==> src/rtl/bus_arb_pkg.sv <==
// Shared types and parameter limits for the bus host arbiter and its ID FIFO.
package bus_arb_pkg;

    localparam int unsigned MinHosts          = 2;
    localparam int unsigned MaxHosts          = 8;
    localparam int unsigned MinOutstanding    = 1;
    localparam int unsigned MaxOutstandingLim = 8;

    // Index width for a given host count; never collapses to zero bits.
    function automatic int unsigned host_idx_w(input int unsigned nr_hosts);
        return (nr_hosts > 1) ? $clog2(nr_hosts) : 1;
    endfunction

    localparam int unsigned HostIdxW = host_idx_w(MaxHosts);

    typedef logic [HostIdxW-1:0] host_idx_t;

    typedef struct packed {
        logic      valid;
        host_idx_t idx;
    } pick_t;

endpackage

==> src/rtl/bus_arb_id_fifo.sv <==
// In-order FIFO of host IDs for granted requests that still await a response.
module bus_arb_id_fifo #(
    parameter int unsigned Depth = 2,
    parameter int unsigned Width = 3,
    localparam int unsigned CntW = $clog2(Depth + 1)
) (
    input  logic             clk_i,
    input  logic             rst_ni,
    input  logic             push_i,
    input  logic             pop_i,
    input  logic [Width-1:0] wdata_i,
    output logic [Width-1:0] rdata_o,
    output logic             full_o,
    output logic             empty_o,
    output logic [CntW-1:0]  count_o
);

    localparam int unsigned PtrW = (Depth > 1) ? $clog2(Depth) : 1;

    logic [Width-1:0] mem_q [Depth];
    logic [PtrW-1:0]  wr_ptr_q, wr_ptr_d;
    logic [PtrW-1:0]  rd_ptr_q, rd_ptr_d;
    logic [CntW-1:0]  count_q, count_d;
    logic             do_push, do_pop;

    assign full_o  = (count_q == CntW'(Depth));
    assign empty_o = (count_q == '0);
    assign count_o = count_q;
    assign rdata_o = mem_q[rd_ptr_q];

    assign do_push = push_i && !full_o;
    assign do_pop  = pop_i && !empty_o;

    // Pointers wrap explicitly so depths that are not powers of two work.
    always_comb begin
        wr_ptr_d = wr_ptr_q;
        rd_ptr_d = rd_ptr_q;
        count_d  = count_q;
        if (do_push) begin
            wr_ptr_d = (wr_ptr_q == PtrW'(Depth - 1)) ? '0 : wr_ptr_q + 1'b1;
        end
        if (do_pop) begin
            rd_ptr_d = (rd_ptr_q == PtrW'(Depth - 1)) ? '0 : rd_ptr_q + 1'b1;
        end
        if (do_push && !do_pop) begin
            count_d = count_q + 1'b1;
        end else if (do_pop && !do_push) begin
            count_d = count_q - 1'b1;
        end
    end

    always_ff @(posedge clk_i or negedge rst_ni) begin
        if (!rst_ni) begin
            wr_ptr_q <= '0;
            rd_ptr_q <= '0;
            count_q  <= '0;
        end else begin
            wr_ptr_q <= wr_ptr_d;
            rd_ptr_q <= rd_ptr_d;
            count_q  <= count_d;
        end
    end

    // NOTE: storage has no reset; an entry is only read after it was written, and count guards that.
    always_ff @(posedge clk_i) begin
        if (do_push) begin
            mem_q[wr_ptr_q] <= wdata_i;
        end
    end

endmodule

==> src/rtl/bus_host_arbiter.sv <==
// Round-robin arbiter sharing one req/gnt/rvalid device port between several hosts,
// routing each response back to its issuer through an in-order ID FIFO.
module bus_host_arbiter
    import bus_arb_pkg::*;
#(
    parameter int unsigned NrHosts        = 2,
    parameter int unsigned DataWidth      = 32,
    parameter int unsigned AddressWidth   = 32,
    parameter int unsigned MaxOutstanding = 2
) (
    input  logic                    clk_i,
    input  logic                    rst_ni,

    input  logic [NrHosts-1:0]      host_req_i,
    output logic [NrHosts-1:0]      host_gnt_o,
    input  logic [AddressWidth-1:0] host_addr_i  [NrHosts],
    input  logic [NrHosts-1:0]      host_we_i,
    input  logic [DataWidth/8-1:0]  host_be_i    [NrHosts],
    input  logic [DataWidth-1:0]    host_wdata_i [NrHosts],
    output logic [NrHosts-1:0]      host_rvalid_o,
    output logic [DataWidth-1:0]    host_rdata_o [NrHosts],
    output logic [NrHosts-1:0]      host_err_o,

    output logic                    device_req_o,
    input  logic                    device_gnt_i,
    output logic [AddressWidth-1:0] device_addr_o,
    output logic                    device_we_o,
    output logic [DataWidth/8-1:0]  device_be_o,
    output logic [DataWidth-1:0]    device_wdata_o,
    input  logic                    device_rvalid_i,
    input  logic [DataWidth-1:0]    device_rdata_i,
    input  logic                    device_err_i,

    output logic                    busy_o,
    output logic                    unexp_rvalid_o
);

    localparam int unsigned CntW = $clog2(MaxOutstanding + 1);

    if (NrHosts < MinHosts || NrHosts > MaxHosts) begin : g_bad_nr_hosts
        $error("bus_host_arbiter: NrHosts out of range");
    end
    if (MaxOutstanding < MinOutstanding || MaxOutstanding > MaxOutstandingLim) begin : g_bad_depth
        $error("bus_host_arbiter: MaxOutstanding out of range");
    end

    // Rotate so the priority host sits at bit 0, take the first set bit, rotate the index back.
    function automatic pick_t pick_winner(input logic [NrHosts-1:0] elig, input host_idx_t prio);
        logic [NrHosts-1:0] rot;
        pick_t              res;
        res = '0;
        for (int i = 0; i < NrHosts; i++) begin
            rot[i] = elig[(i + int'(prio)) % NrHosts];
        end
        for (int i = NrHosts - 1; i >= 0; i--) begin
            if (rot[i]) begin
                res.valid = 1'b1;
                res.idx   = host_idx_t'((i + int'(prio)) % NrHosts);
            end
        end
        return res;
    endfunction

    host_idx_t          prio_q, prio_d;
    logic               unexp_q, unexp_d;
    logic [NrHosts-1:0] eligible;
    pick_t              pick;
    logic               grant;
    logic               fifo_push, fifo_pop;
    logic               fifo_full, fifo_empty;
    host_idx_t          fifo_head;
    logic [CntW-1:0]    fifo_count;

    // Eligibility uses only the registered full flag, keeping rvalid off the grant path.
    assign eligible = host_req_i & {NrHosts{!fifo_full}};
    assign pick     = pick_winner(eligible, prio_q);

    assign device_req_o = pick.valid;
    assign grant        = pick.valid && device_gnt_i;
    assign fifo_push    = grant;
    assign fifo_pop     = device_rvalid_i && !fifo_empty;

    always_comb begin
        host_gnt_o     = '0;
        device_addr_o  = '0;
        device_we_o    = 1'b0;
        device_be_o    = '0;
        device_wdata_o = '0;
        for (int i = 0; i < NrHosts; i++) begin
            if (pick.valid && pick.idx == host_idx_t'(i)) begin
                host_gnt_o[i]  = device_gnt_i;
                device_addr_o  = host_addr_i[i];
                device_we_o    = host_we_i[i];
                device_be_o    = host_be_i[i];
                device_wdata_o = host_wdata_i[i];
            end
        end
    end

    always_comb begin
        host_rvalid_o = '0;
        host_err_o    = '0;
        for (int i = 0; i < NrHosts; i++) begin
            host_rdata_o[i] = device_rdata_i;
            if (fifo_pop && fifo_head == host_idx_t'(i)) begin
                host_rvalid_o[i] = 1'b1;
                host_err_o[i]    = device_err_i;
            end
        end
    end

    always_comb begin
        prio_d  = prio_q;
        unexp_d = unexp_q;
        if (grant) begin
            prio_d = (pick.idx == host_idx_t'(NrHosts - 1)) ? '0 : pick.idx + 1'b1;
        end
        if (device_rvalid_i && fifo_empty) begin
            unexp_d = 1'b1;
        end
    end

    // NOTE: state registers use non-blocking assignments so every flop samples pre-edge values.
    always_ff @(posedge clk_i or negedge rst_ni) begin
        if (!rst_ni) begin
            prio_q  <= '0;
            unexp_q <= 1'b0;
        end else begin
            prio_q  <= prio_d;
            unexp_q <= unexp_d;
        end
    end

    bus_arb_id_fifo #(
        .Depth (MaxOutstanding),
        .Width (HostIdxW)
    ) u_id_fifo (
        .clk_i   (clk_i),
        .rst_ni  (rst_ni),
        .push_i  (fifo_push),
        .pop_i   (fifo_pop),
        .wdata_i (pick.idx),
        .rdata_o (fifo_head),
        .full_o  (fifo_full),
        .empty_o (fifo_empty),
        .count_o (fifo_count)
    );

    assign busy_o         = (fifo_count != '0);
    assign unexp_rvalid_o = unexp_q;

    a_gnt_onehot : assert property (@(posedge clk_i) disable iff (!rst_ni) $onehot0(host_gnt_o));
    a_no_push_full : assert property (@(posedge clk_i) disable iff (!rst_ni) !(fifo_push && fifo_full));
    a_rvalid_onehot : assert property (@(posedge clk_i) disable iff (!rst_ni) $onehot0(host_rvalid_o));

endmodule

==> config.mk <==
export PLATFORM = sky130hd
export DESIGN_NAME = bus_host_arbiter
export DESIGN_NICKNAME = d
export VERILOG_FILES = /design/src/rtl/bus_arb_pkg.sv /design/src/rtl/bus_arb_id_fifo.sv /design/src/rtl/bus_host_arbiter.sv
export SDC_FILE = /design/constraint.sdc
export NUM_CORES = 1
export LEC_CHECK = 0
export CAP_MARGIN = 20
export CORE_AREA = 10 10 115 117
export DETAILED_ROUTE_END_ITERATION = 7
export DIE_AREA = 0 0 125 127
export PLACE_DENSITY = 0.65
export SETUP_SLACK_MARGIN = 0.3
export SLEW_MARGIN = 20
export SYNTH_ARGS = -nofsm -noshare
export SYNTH_HDL_FRONTEND = slang
export SYNTH_SLANG_ARGS = --single-unit
==> constraint.sdc <==
create_clock -name clk_i -period 3.7 [get_ports clk_i]
set_input_delay 0.37 -clock clk_i [delete_from_list [all_inputs] [get_ports clk_i]]
set_output_delay 0.37 -clock clk_i [all_outputs]
set_load 0.02 [all_outputs]
Yosys cells after proc, flatten, opt, wreduce, memory -nomap -nowiden
Memory sizes are Yosys's and may differ from the RTL's.
Index checks and enable logic that the tools add are counted.
{"block": "totals", "memories": 1, "ramBits": 6, "word_cells": 65, "register_bits": 6, "output_inout_bits": 142}
{"block": "op_classes", "bitwise": 1, "n_eq_ne": 3, "muxes": 27, "n_addsub": 6, "n_reduce_logical": 20, "magnitude_cmp": 2}
{"memory": "u_id_fifo.mem_q", "depth": 2, "word_bits": 3, "rd": 1, "rd_clocked_by_memory_dff": 0, "wr": 1, "line": "bus_arb_id_fifo.sv:20", "source": "logic [Width-1:0] mem_q [Depth];"}
{"cell": "$mux 32", "count": 4}
{"cell": "$mux 1", "count": 17}
{"cell": "$mux 4", "count": 4}
{"cell": "$logic_and 1x1->1", "count": 11}
{"cell": "$eq 3x1->1 const B", "count": 2}
{"cell": "$logic_not 3->1", "count": 2}
{"cell": "$logic_not 1->1", "count": 4}
{"cell": "$lt 1x2->1 const B", "count": 2}
{"cell": "$mux 2", "count": 2}
{"cell": "$reduce_bool 2->1", "count": 2}
{"cell": "$add 1x1->1 const B", "count": 3}
{"cell": "$add 2x1->2 const B", "count": 1}
{"cell": "$and 2x2->2", "count": 1}
{"cell": "$eq 2x2->1 const B", "count": 1}
{"cell": "$logic_not 2->1", "count": 1}
{"cell": "$sub 2x1->2 const B", "count": 1}
{"cell": "$add 1x1->1 const A", "count": 1}

Depth between registers and ports, before layout
{"block": "depth", "word_depth": 13, "ltp_mapped": 7}

By module
Synthesis repeated with hierarchy kept, for this count alone.
{"block": "hier_totals", "hier_cells": 362, "area_unflattened_um2": 3388.2}
{"module": "bus_host_arbiter", "instances": 1, "area_per_inst_um2": 2977.9, "seq_area_each_um2": 50.0, "cells_each": 334}
{"module": "bus_arb_id_fifo", "instances": 1, "area_per_inst_um2": 410.4, "seq_area_each_um2": 280.3, "cells_each": 28}

Worst setup path before layout
OpenSTA, ideal clock, no wires.
{"block": "synth_path", "path_type": "register to output", "from": "register u_id_fifo.count_q[1] (netlist: u_id_fifo.count_o[1])", "to": "output host_err_o[1]", "setup_slack_ns": 1.996, "stages_incl_launch_ff": 5, "arrival_ns": 1.334, "n_path_buf": 0, "path_cell_list": "dfrtp_1 -> nor2_1 -> inv_1 -> nand2_1 -> nor3b_1"}
{"block": "synth_via", "elab_chain_len": 5}
{"element": "start, declared", "line": "bus_arb_id_fifo.sv:23", "source": "logic [CntW-1:0] count_q, count_d;"}
{"element": "start signal, assigned", "line": "bus_arb_id_fifo.sv:60", "source": "count_q <= count_d;"}
{"element": "$logic_not 2->1", "line": "bus_arb_id_fifo.sv:27", "source": "assign empty_o = (count_q == '0);"}
{"element": "$logic_not 1->1", "line": "bus_host_arbiter.sv:81", "source": "assign fifo_pop = device_rvalid_i && !fifo_empty;"}
{"element": "$logic_and 1x1->1", "line": "bus_host_arbiter.sv:81"}
{"element": "$logic_and 1x1->1", "line": "bus_host_arbiter.sv:105", "source": "if (fifo_pop && fifo_head == host_idx_t'(i)) begin"}
{"element": "$mux 1", "line": "bus_host_arbiter.sv:105"}
{"element": "end, declared", "line": "bus_host_arbiter.sv:22", "source": "output logic [NrHosts-1:0] host_err_o,"}
Every way passes these cells.

Worst setup path after layout
{"block": "layout_path", "from": "input host_req_i[0]", "to": "output device_wdata_o[1]"}
{"block": "layout_via", "elab_chain_len": 9, "word_cells_on_any_way": 13, "cone_classes": "eq/ne: 1; mux: 8; bitwise: 1; reduce/logical: 3"}
{"element": "start, declared", "line": "bus_host_arbiter.sv:14", "source": "input logic [NrHosts-1:0] host_req_i,"}
{"element": "$and 2x2->2 *", "line": "bus_host_arbiter.sv:75", "source": "assign eligible = host_req_i & {NrHosts{!fifo_full}};"}
{"element": "$mux 1 (implied by the code) (2 in series)", "line": "bus_host_arbiter.sv:53", "source": "rot[i] = elig[(i + int'(prio)) % NrHosts];"}
{"element": "$mux 4", "line": "bus_host_arbiter.sv:56", "source": "if (rot[i]) begin"}
{"element": "$mux 4 *", "line": "bus_host_arbiter.sv:56"}
{"element": "$logic_not 3->1", "line": "bus_host_arbiter.sv:90", "source": "if (pick.valid && pick.idx == host_idx_t'(i)) begin"}
{"element": "$logic_and 1x1->1", "line": "bus_host_arbiter.sv:90"}
{"element": "$mux 32", "line": "bus_host_arbiter.sv:90"}
{"element": "$mux 32 *", "line": "bus_host_arbiter.sv:90"}
{"element": "end, declared", "line": "bus_host_arbiter.sv:29", "source": "output logic [DataWidth-1:0] device_wdata_o,"}
Mark *: on every way between the ends. The rest lies on a longest branch, timed or not. The select of a mux whose other input is x is not followed.

==> metrics.md <==
| Metric | Value |
|---|---|
| Hold-fix buffers at CTS | 0 |
| Yosys reg bits | 8 |
| Initial antenna violation count | 0 |
| Number of global-route vias before repair | 2,227 |
| Largest net degree at the start of global routing | 72 |
| Placeable Area | 0.0111 mm^2 |
| Setup TNS | 0 ns |
| Total CTS buffers | 3 |
| Synthesized Nets | 364 |
| Slew @ Worst Pin | 0.420 ns |
| Routability cong. | 0.891 |
| Max-Cap Viols | 0 |
| Root buffer cell | clkbuf_16 |
| Routed WL per cell | 20.1 um |
| Ant diodes | 0 |
| CP arrival | 2.36 ns |
| Clock latency on the worst-skew pair | 0.23 ns |
| Post-route ant nets | 0 |
| Global-route wire length before repair | 13.8 mm |
| Critical Path Source Type | input port |
| Leading post-synthesis cells by cell area | a22o_1 (37%), buf_4 (33%), dfrtp_1 (9.1%) |
| Max FO, Critical Path | 32 |
| Initial drt markers | 48 |
| Longest Clk Path Bufs | 2 |
| Die area | 0.0159 mm^2 |
| Cell Area, Placed | 0.00345 mm^2 |
| HP Class | input port to asynchronous set/reset pin |
| Flop-to-flop setup slack | 2.12 ns |
| Post-detail-place hpwl | 8.21 mm |
| All-layer global routing usage | 10.8% |
| Synth Flop Type | dfrtp_1 |
| Routed WL | 9.61 mm |
| Setup ws final | 0.974 ns |
| Post-synth top area share | 37.2% |
| Drt pass-1 iters | 4 |
| Synth unique cells | 21 |
| LEAKAGE | 1.36 nW |
| Hold slack | 0.387 ns |
| Clock sink count | 8 |
| Top Ports | 319 |
| CTS tree | yes |
| Reg2Reg Depth | 7 |
| Mean post-synth cell area | 8.85 um^2 |
| Worst slew margin | 72.0% |
| Worst setup EP type | primary output |
| Vias per inst | 4.13 |
| Async SR Flop Fraction | 75.0% |
| # setup viols final | 0 |
| Sequential share of the synthesized area | 12.8% |
| Synth area leader | a22o_1 |
| CTS H-tree depth | 1 |
| Die span in x | 125 um |
| Nets | 514 |
| Worst EP required | 3.33 ns |
| Most common cell in the synthesized netlist | buf_4 |
| DRC errors left | 0 |
| Post-CTS Setup Bufs | 0 |
| Synth Cell Area | 0.00165 mm^2 |
| Initial Utilization | 14.8% |
| Clk_skew | 0.00220 ns |
| EDFF count, synth | 2 |
| RSZ-0062 raised after global routing | no |
| Outcome | completed |
| Post-synth top cells | buf_4 (72), a22o_1 (70), buf_6 (8) |
| Area Growth Syn to Fin | 115% |
| Crit share post-route | 73.7% |
| CTS clk-pin slew, worst paths | 0.04 ns |
| Max-slew violations | 0 |
| Die span in y | 127 um |
| Final Critical Period | 2.73 ns |
| Final hold violations | 0 |
| Synth warn | 0 |
| Share of cells above drive strength 1 | 2.69% |
| Post-CTS Resized | 0 |
| Post-Syn Instances | 186 |
| Remaining Overflow, GRT | 0 |
| Design Power | 1.93 mW |
| Pre-CTS worst setup slack | 0.919 ns |
| Fmax | 0.367 GHz |
| Port Buf Inserts | 222 |
| CP Class | input port to primary output |
| Via count of the routed design | 1,975 |
| Pwr dens | 546 mW/mm^2 |
| Num rows | 39 |
| Worst IR drop on VDD | 0.000419 V |
| Fin area | 0.00353 mm^2 |
routing by layer:
layer | part of all wire [%] | vias to the layer above | global-route usage, %
li1 | - | 930 | -
met4 | 1.9 | 0 | 3.32
met1 | 39 | 909 | 11.8
met2 | 50 | 114 | 18.9
met3 | 9.1 | 22 | 4.01
met5 | 0 | - | 0
final timing paths:
check,startpoint,to
worst max-delay path,host_req_i[0],device_wdata_o[1]
worst min-delay path,rst_ni,prio_q[0]$_DFFE_PN0P_
worst max register to register,u_id_fifo.count_o[0]$_DFFE_PN0P_,u_id_fifo.count_o[1]$_DFFE_PN0P_
worst min register to register,unexp_rvalid_o$_DFFE_PN0P_,unexp_rvalid_o$_DFFE_PN0P_
max in group asynchronous,rst_ni,u_id_fifo.rd_ptr_q$_DFFE_PN0P_
min in group clk_i,unexp_rvalid_o$_DFFE_PN0P_,unexp_rvalid_o$_DFFE_PN0P_
cell usage in the layout (no fill, tap or decap), types with 3 or more instances in the layout:
cell and n:
clkdlybuf4s50_1 222, a22o_1 70, dfrtp_1 6, nor2_1 4, xnor2_1 3, clkbuf_16 3
kinds of logic after synthesis:
group / after synthesis / synth area share, %
fa+ha+maj: 1 / 0.760
compound gates: 73 / 38.6
simple gates: 16 / 5.85
buf+inv: 82 / 38.8
xor+xnor: 5 / 2.66
flops: 8 / 12.8
mux: 1 / 0.608
metrics by stage:
step | utilization [%] | instances
finish | 31.8 | 478
global route | 31.8 | 478
CTS | 31.8 | 478
detailed placement | 31.1 | 474
global placement | 31.1 | 474
floorplan | - | 186
worst max-delay path: stages:
cell             delay (ns)
clkdlybuf4s50_1        0.46
nand2b_1               0.09
and3_2                 0.19
buf_4                  0.33
a22o_1                 0.23
clkdlybuf4s50_1        0.67
final cells by class:
class                      instances  area [um^2]
inverter                           2         7.51
sequential                         8          210
multi-input combinational         96          801
tap                              143          179
clock buffer                       4         78.8
fill                            1148         7590
timing repair buffer             225         2260
power by group:
group | total (mW) | switching, mW | internal, mW
Combinational | 1.58 | 0.769 | 0.810
Sequential | 0.160 | 0.0316 | 0.129
Clock | 0.189 | 0.0448 | 0.144
Total | 1.93 | 0.845 | 1.08
registers in the layout, indices dropped and copies added (netlist names):
| signal | cells |
|---|---|
| u_id_fifo.mem_q | 2 |
| u_id_fifo.rd_ptr_q | 1 |
| unexp_rvalid_o | 1 |
| prio_q | 1 |
| u_id_fifo.count_o | 2 |
| u_id_fifo.wr_ptr_q | 1 |
No activity file was read; power rests on OpenSTA's default activity.
